--- src/rtl/spimbox_seq.sv ---
// spimbox_seq: host-side sequencer in front of the SPI mailbox.
//
// Accepts one 64-bit request word over a valid/ready handshake and writes it into
// the mailbox as eight byte-strobed writes, most significant byte first. It then
// waits for the mailbox receive-valid edge that marks the end of the SPI exchange,
// reads the eight received bytes back and returns them as one 64-bit response
// word. If the exchange does not finish within TIMEOUT wait cycles, it returns a
// zero word flagged by rsp_timeout_o.
//
// Ports:
//   clk_i, rst_ni       clock (shared with the mailbox), async active-low reset
//   req_valid_i/ready_o request handshake; req_data_i[63:56] is sent first
//   rsp_valid_o/ready_i response handshake; rsp_data_o[63:56] is received first
//   rsp_timeout_o       response is a timeout (rsp_data_o is zero)
//   mb_windex_o         mailbox write byte index
//   mb_wdata_o          mailbox write byte
//   mb_wstrb_o          mailbox write strobe (mailbox commits on its falling edge)
//   mb_rindex_o         mailbox read byte index
//   mb_rdata_i          mailbox read byte, one cycle after mb_rindex_o
//   mb_valid_i          mailbox receive-data valid (low during a transfer)

module spimbox_seq #(
    parameter int unsigned TIMEOUT = 4096  // 1..65535
) (
    input  logic        clk_i,
    input  logic        rst_ni,
    input  logic        req_valid_i,
    output logic        req_ready_o,
    input  logic [63:0] req_data_i,
    output logic        rsp_valid_o,
    input  logic        rsp_ready_i,
    output logic [63:0] rsp_data_o,
    output logic        rsp_timeout_o,
    output logic [2:0]  mb_windex_o,
    output logic [7:0]  mb_wdata_o,
    output logic        mb_wstrb_o,
    output logic [2:0]  mb_rindex_o,
    input  logic [7:0]  mb_rdata_i,
    input  logic        mb_valid_i
);

    typedef enum logic [2:0] {
        StIdle,
        StWrite,
        StWait,
        StRead,
        StResp
    } state_e;

    localparam logic [15:0] TmoLast = 16'(TIMEOUT - 1);

    state_e      state_q;
    logic [63:0] req_q;
    logic [3:0]  wr_cnt_q;   // WRITE cycle 0..15: byte = cnt[3:1], strobe when cnt[0] == 0
    logic [3:0]  rd_cnt_q;   // READ cycle 0..8
    logic [15:0] tmo_cnt_q;
    logic        stale_q;    // a timed-out transfer may still deliver one late edge
    logic        valid_q;

    logic        rsp_valid_q;
    logic [63:0] rsp_data_q;
    logic        rsp_timeout_q;
    logic [2:0]  mb_windex_q;
    logic [7:0]  mb_wdata_q;
    logic        mb_wstrb_q;
    logic [2:0]  mb_rindex_q;

    logic        valid_edge;
    logic [3:0]  wr_next;
    logic [7:0]  wr_byte;

    assign valid_edge = mb_valid_i & ~valid_q;
    assign wr_next    = wr_cnt_q + 4'd1;

    // Byte of the latched request for the next WRITE cycle.
    always_comb begin
        wr_byte = req_q[63:56];
        case (wr_next[3:1])
            3'd0:    wr_byte = req_q[63:56];
            3'd1:    wr_byte = req_q[55:48];
            3'd2:    wr_byte = req_q[47:40];
            3'd3:    wr_byte = req_q[39:32];
            3'd4:    wr_byte = req_q[31:24];
            3'd5:    wr_byte = req_q[23:16];
            3'd6:    wr_byte = req_q[15:8];
            default: wr_byte = req_q[7:0];
        endcase
    end

    // Outputs are registered one step ahead: every transition loads the values the
    // next cycle must present.
    always_ff @(posedge clk_i or negedge rst_ni) begin
        if (!rst_ni) begin
            state_q       <= StIdle;
            req_q         <= '0;
            wr_cnt_q      <= '0;
            rd_cnt_q      <= '0;
            tmo_cnt_q     <= '0;
            stale_q       <= 1'b0;
            valid_q       <= 1'b0;
            rsp_valid_q   <= 1'b0;
            rsp_data_q    <= '0;
            rsp_timeout_q <= 1'b0;
            mb_windex_q   <= '0;
            mb_wdata_q    <= '0;
            mb_wstrb_q    <= 1'b0;
            mb_rindex_q   <= '0;
        end else begin
            valid_q <= mb_valid_i;

            // The late edge of an abandoned transfer arriving outside WAIT retires it.
            if (state_q != StWait && valid_edge && stale_q) begin
                stale_q <= 1'b0;
            end

            unique case (state_q)
                StIdle: begin
                    if (req_valid_i) begin
                        req_q         <= req_data_i;
                        rsp_timeout_q <= 1'b0;
                        wr_cnt_q      <= '0;
                        mb_windex_q   <= 3'd0;
                        mb_wdata_q    <= req_data_i[63:56];
                        mb_wstrb_q    <= 1'b1;
                        state_q       <= StWrite;
                    end
                end

                StWrite: begin
                    if (wr_cnt_q == 4'd15) begin
                        // Byte 7 strobe already fell; the mailbox transfer is armed.
                        tmo_cnt_q <= '0;
                        state_q   <= StWait;
                    end else begin
                        wr_cnt_q    <= wr_next;
                        mb_windex_q <= wr_next[3:1];
                        mb_wdata_q  <= wr_byte;
                        mb_wstrb_q  <= ~wr_next[0];
                    end
                end

                StWait: begin
                    tmo_cnt_q <= tmo_cnt_q + 16'd1;
                    if (valid_edge) begin
                        if (stale_q) begin
                            // Edge belongs to the previous, abandoned transfer.
                            stale_q <= 1'b0;
                        end else begin
                            rd_cnt_q    <= '0;
                            mb_rindex_q <= 3'd0;
                            state_q     <= StRead;
                        end
                    end else if (tmo_cnt_q >= TmoLast) begin
                        // >= also catches a limit cycle spent consuming a stale edge.
                        rsp_timeout_q <= 1'b1;
                        rsp_data_q    <= '0;
                        rsp_valid_q   <= 1'b1;
                        stale_q       <= 1'b1;
                        state_q       <= StResp;
                    end
                end

                StRead: begin
                    rd_cnt_q <= rd_cnt_q + 4'd1;
                    if (rd_cnt_q < 4'd7) begin
                        mb_rindex_q <= rd_cnt_q[2:0] + 3'd1;
                    end
                    // Read data lags the index by one cycle; shifting in eight bytes
                    // leaves byte 0 in [63:56].
                    if (rd_cnt_q != 4'd0) begin
                        rsp_data_q <= {rsp_data_q[55:0], mb_rdata_i};
                    end
                    if (rd_cnt_q == 4'd8) begin
                        rsp_valid_q   <= 1'b1;
                        rsp_timeout_q <= 1'b0;
                        state_q       <= StResp;
                    end
                end

                StResp: begin
                    if (rsp_ready_i) begin
                        rsp_valid_q <= 1'b0;
                        state_q     <= StIdle;
                    end
                end

                default: state_q <= StIdle;
            endcase
        end
    end

    assign req_ready_o   = (state_q == StIdle);
    assign rsp_valid_o   = rsp_valid_q;
    assign rsp_data_o    = rsp_data_q;
    assign rsp_timeout_o = rsp_timeout_q;
    assign mb_windex_o   = mb_windex_q;
    assign mb_wdata_o    = mb_wdata_q;
    assign mb_wstrb_o    = mb_wstrb_q;
    assign mb_rindex_o   = mb_rindex_q;

endmodule
--- config.mk ---
export PLATFORM = sky130hd
export DESIGN_NAME = spimbox_seq
export DESIGN_NICKNAME = d
export VERILOG_FILES = /design/src/rtl/spimbox_seq.sv
export SDC_FILE = /design/constraint.sdc
export NUM_CORES = 1
export LEC_CHECK = 0
export ABC_AREA = 1
export CAP_MARGIN = 10
export CORE_ASPECT_RATIO = 1.1
export CORE_UTILIZATION = 31
export CTS_CLUSTER_SIZE = 14
export DETAILED_ROUTE_END_ITERATION = 8
export SETUP_SLACK_MARGIN = 0.2
export SLEW_MARGIN = 20
export SYNTH_ARGS = -nofsm -noshare
export SYNTH_HDL_FRONTEND = slang
export SYNTH_SLANG_ARGS = --single-unit
--- constraint.sdc ---
create_clock -name clk_i -period 2.02 [get_ports clk_i]
set_clock_uncertainty 0.05 [all_clocks]
set_input_delay 0.404 -clock clk_i [delete_from_list [all_inputs] [get_ports clk_i]]
set_output_delay 0.404 -clock clk_i [all_outputs]
set_load 0.005 [all_outputs]
==> reports/qor.csv <==
stage;metric;value;unit
power_and_ir_drop;vdd_ir_drop_max;0.000632;V
route;met2WireLength;12.0;mm
floorplan;die_area;27100;um2
critical_path;critical_path.max_stage_delay;410;ps
yosys;synth_warnings;0;
route;vias;7491;
sta;worst_slack;163;ps
cts;cts.htree.levels;4;
yosys;synth_seq_cells;171;
run_status;status;complete, no violations;
cts;cts.path.max_buffers;2;
sta;fmax;539;MHz
sta;finalHoldWorstSlack;395;ps
sta;setup_viol;0;
route;firstDrtPassIters;5;
yosys;seq_area_frac_synth;0.522;
cts;clock_sinks;171;
cts;clk_pin_slew;70;ps
grt;grt_max_degree;47;
yosys;synthDominantCellAreaShare;0.522;
critical_path;required;2290;ps
floorplan;core;26100;um2
grt;grt_first_pass_wirelength;37.2;mm
placement;place_hpwl;15.8;mm
route;drtIter0Drc;463;
critical_path;path_cells;ha_4, nand3_4, nor2_4, nand2_2, nor2_4, nand3_4, nand3_4, buf_12, nand2_8, buf_8, nand2_4, o21ai_2;
route;drc;0;
grt;grt_pass1_vias;7088;
critical_path;critPathKind;flop to flop;
yosys;ys.flop_type;dfrtp_1;
sta;finalHoldViolCount;0;
cts;worstSkewPairLatency;430;ps
critical_path;crit_arrival;2130;ps
critical_path;worst_setup_path_end_kind;flop;
cts;clockRootBuffer;clkbuf_16;
yosys;synth_most_common_cell;nand2_1;
critical_path;critical-path-top-delay-family;simple AND/OR/NAND/NOR gates;
placement;portBuffers;158;
layout;final_util;0.479;
yosys;synth_edf_count;0;
grt;overflow;0;
yosys;yosysTopAreaCell;dfrtp_1;
layout;drive_gt1_frac;0.277;
route;ant_nets;0;
sta;timing.final.crit_share;0.919;
yosys;synth_area_per_cell;8.34;um2
sta;rsz0062_at_grt;yes;
sta;setup_tns;0;ps
critical_path;cp_slowest_cell;dfrtp_1;
sta;slew_headroom;0.662;
yosys;synthTopCellsByArea;dfrtp_1 52%, nand2_1 18%, o21ai_2 6.4%;
floorplan;rows;62;
floorplan;ios;159;
sta;drv_slew;0;
sta;finalCriticalPeriod;1860;ps
power_and_ir_drop;total_power;15.6;mW
run;cap_violations;0;
critical_path;critPathLaunchType;flop;
cts;cts_tree;built;
route;dr_wl_met3;1.22;mm
critical_path;critPathBufInv;2;
yosys;synthCells;983;
route;routed.top_layer;met4;
layout;area_delta_synth_final;52.4;%
floorplan;die_x;157;um
power_and_ir_drop;power_density;1250;nW/um2
grt;antenna_found_initial;0;
critical_path;cp_max_fo;7;
yosys;synthArstFlopShare;1.00;
route;drt-met1-wl;10.3;mm
layout;antenna_cells;0;
placement;pre_cts_ws;-314;ps
route;routed_wl;24.3;mm
layout;multiInputGateArea;3860;um2
route;wl_per_cell;15.1;um
cts;cts_buffers;17;
grt;grtUsageTotal;0.176;
layout;final_nets;1322;
layout;regArea;4280;um2
floorplan;start_util;0.314;
layout;fill_cells;2486;
sta;tightestPinTransition;508;ps
yosys;syn-num-nets;1064;
worst_hold_path;hp-class;input port to flop;
yosys;yosysUniqueCellTypes;34;
yosys;synth_common_cells;394 x nand2_1, 171 x dfrtp_1, 71 x nand3_1;
placement;place_congestion;0.888;
yosys;synthesis.area;8190;um2
floorplan;die_y;173;um
critical_path;crit_top_cell;nand3_4;
power_and_ir_drop;cellLeakagePower;6.33;nW
route;viasPerCell;4.66;
[sequential cells by signal, indices dropped and copies added, names as in the netlist]
name	count
req_q	64
rsp_data_o	64
tmo_cnt_q	16
mb_wdata_o	8
rd_cnt_q	4
wr_cnt_q	4
mb_rindex_o	3
state_q	3
mb_wstrb_o	1
rsp_timeout_o	1
rsp_valid_o	1
stale_q	1
valid_q	1
[routing by layer]
metal	vias up	GRT usage
li1	3677	-
met1	3541	0.227
met2	229	0.288
met3	44	0.0320
met4	0	0.0728
met5	-	0
[power by group]
part           leakage, nW  switching (mW)  internal [mW]
Clock                0.291            1.54           1.87
Sequential            2.24           0.653           4.35
Combinational         3.79            4.01           3.18
[per-stage QoR]
stage	instances	cell area, um2
finish	1606	12500
global route	1606	12500
CTS	1564	11700
detailed placement	1488	10400
global placement	1488	10400
floorplan	983	8190
[repair_timing]
item / 4_1_cts / 5_1_grt
resized for setup: 76 / 121
hold buffers: 1 / 0
buffers inserted: 37 / 35
hold endpoints to repair: 42 / 0
pin swaps: 8 / 28
setup endpoints to repair: 101 / 177
cloned: 6 / 7
[cell families (layout without fill, tap and decap cells)]
kind of cell,after synthesis,in the layout,share of synthesized area
AND/OR/NAND/NOR,555,557,0.281
flip-flops,171,171,0.522
AO/OA/AOI/OAI,140,140,0.118
buffers and inverters,108,377,0.0669
XOR/XNOR,5,5,0.00534
adder cells (fa/ha/maj),4,4,0.00611
[layout by cell type (no fill, tap or decap), drive strengths merged, types with 17 or more instances in the layout]
master         Yosys  layout
o21ai            107     107
buf               38     125
clkdlybuf4s50      0     116
clkbuf            13      23
nand2            409     411
dlymetal6s2s       0      33
inv               57      63
a21oi             17      17
dfrtp            171     171
nor2              56      56
nand3             73      73
[final cells by class]
cell class,instances,share of cell area
inverters,57,0.0173
repair buffers,288,0.247
clock inverters,15,0.0144
multi-input cells,706,0.309
flip-flops and latches,171,0.343
clock buffers,17,0.0341
well taps,352,0.0353
[worst paths after layout]
| check | start | end | slack (ps) | depth (start not counted) |
|---|---|---|---|---|
| setup / recovery | tmo_cnt_q[0] | rsp_data_o[53] | 160 | 12 |
| hold reg to reg | rsp_valid_o | rsp_valid_o | 420 | 2 |
| max in group asynchronous | rst_ni | mb_wdata_o[3] | 860 | 3 |
| min in group asynchronous | rst_ni | stale_q | 440 | 2 |
| hold / removal | mb_valid_i | valid_q | 400 | 1 |
| setup reg to reg | tmo_cnt_q[0] | rsp_data_o[53] | 160 | 12 |
Note: power is estimated with default switching activity, not from simulation.
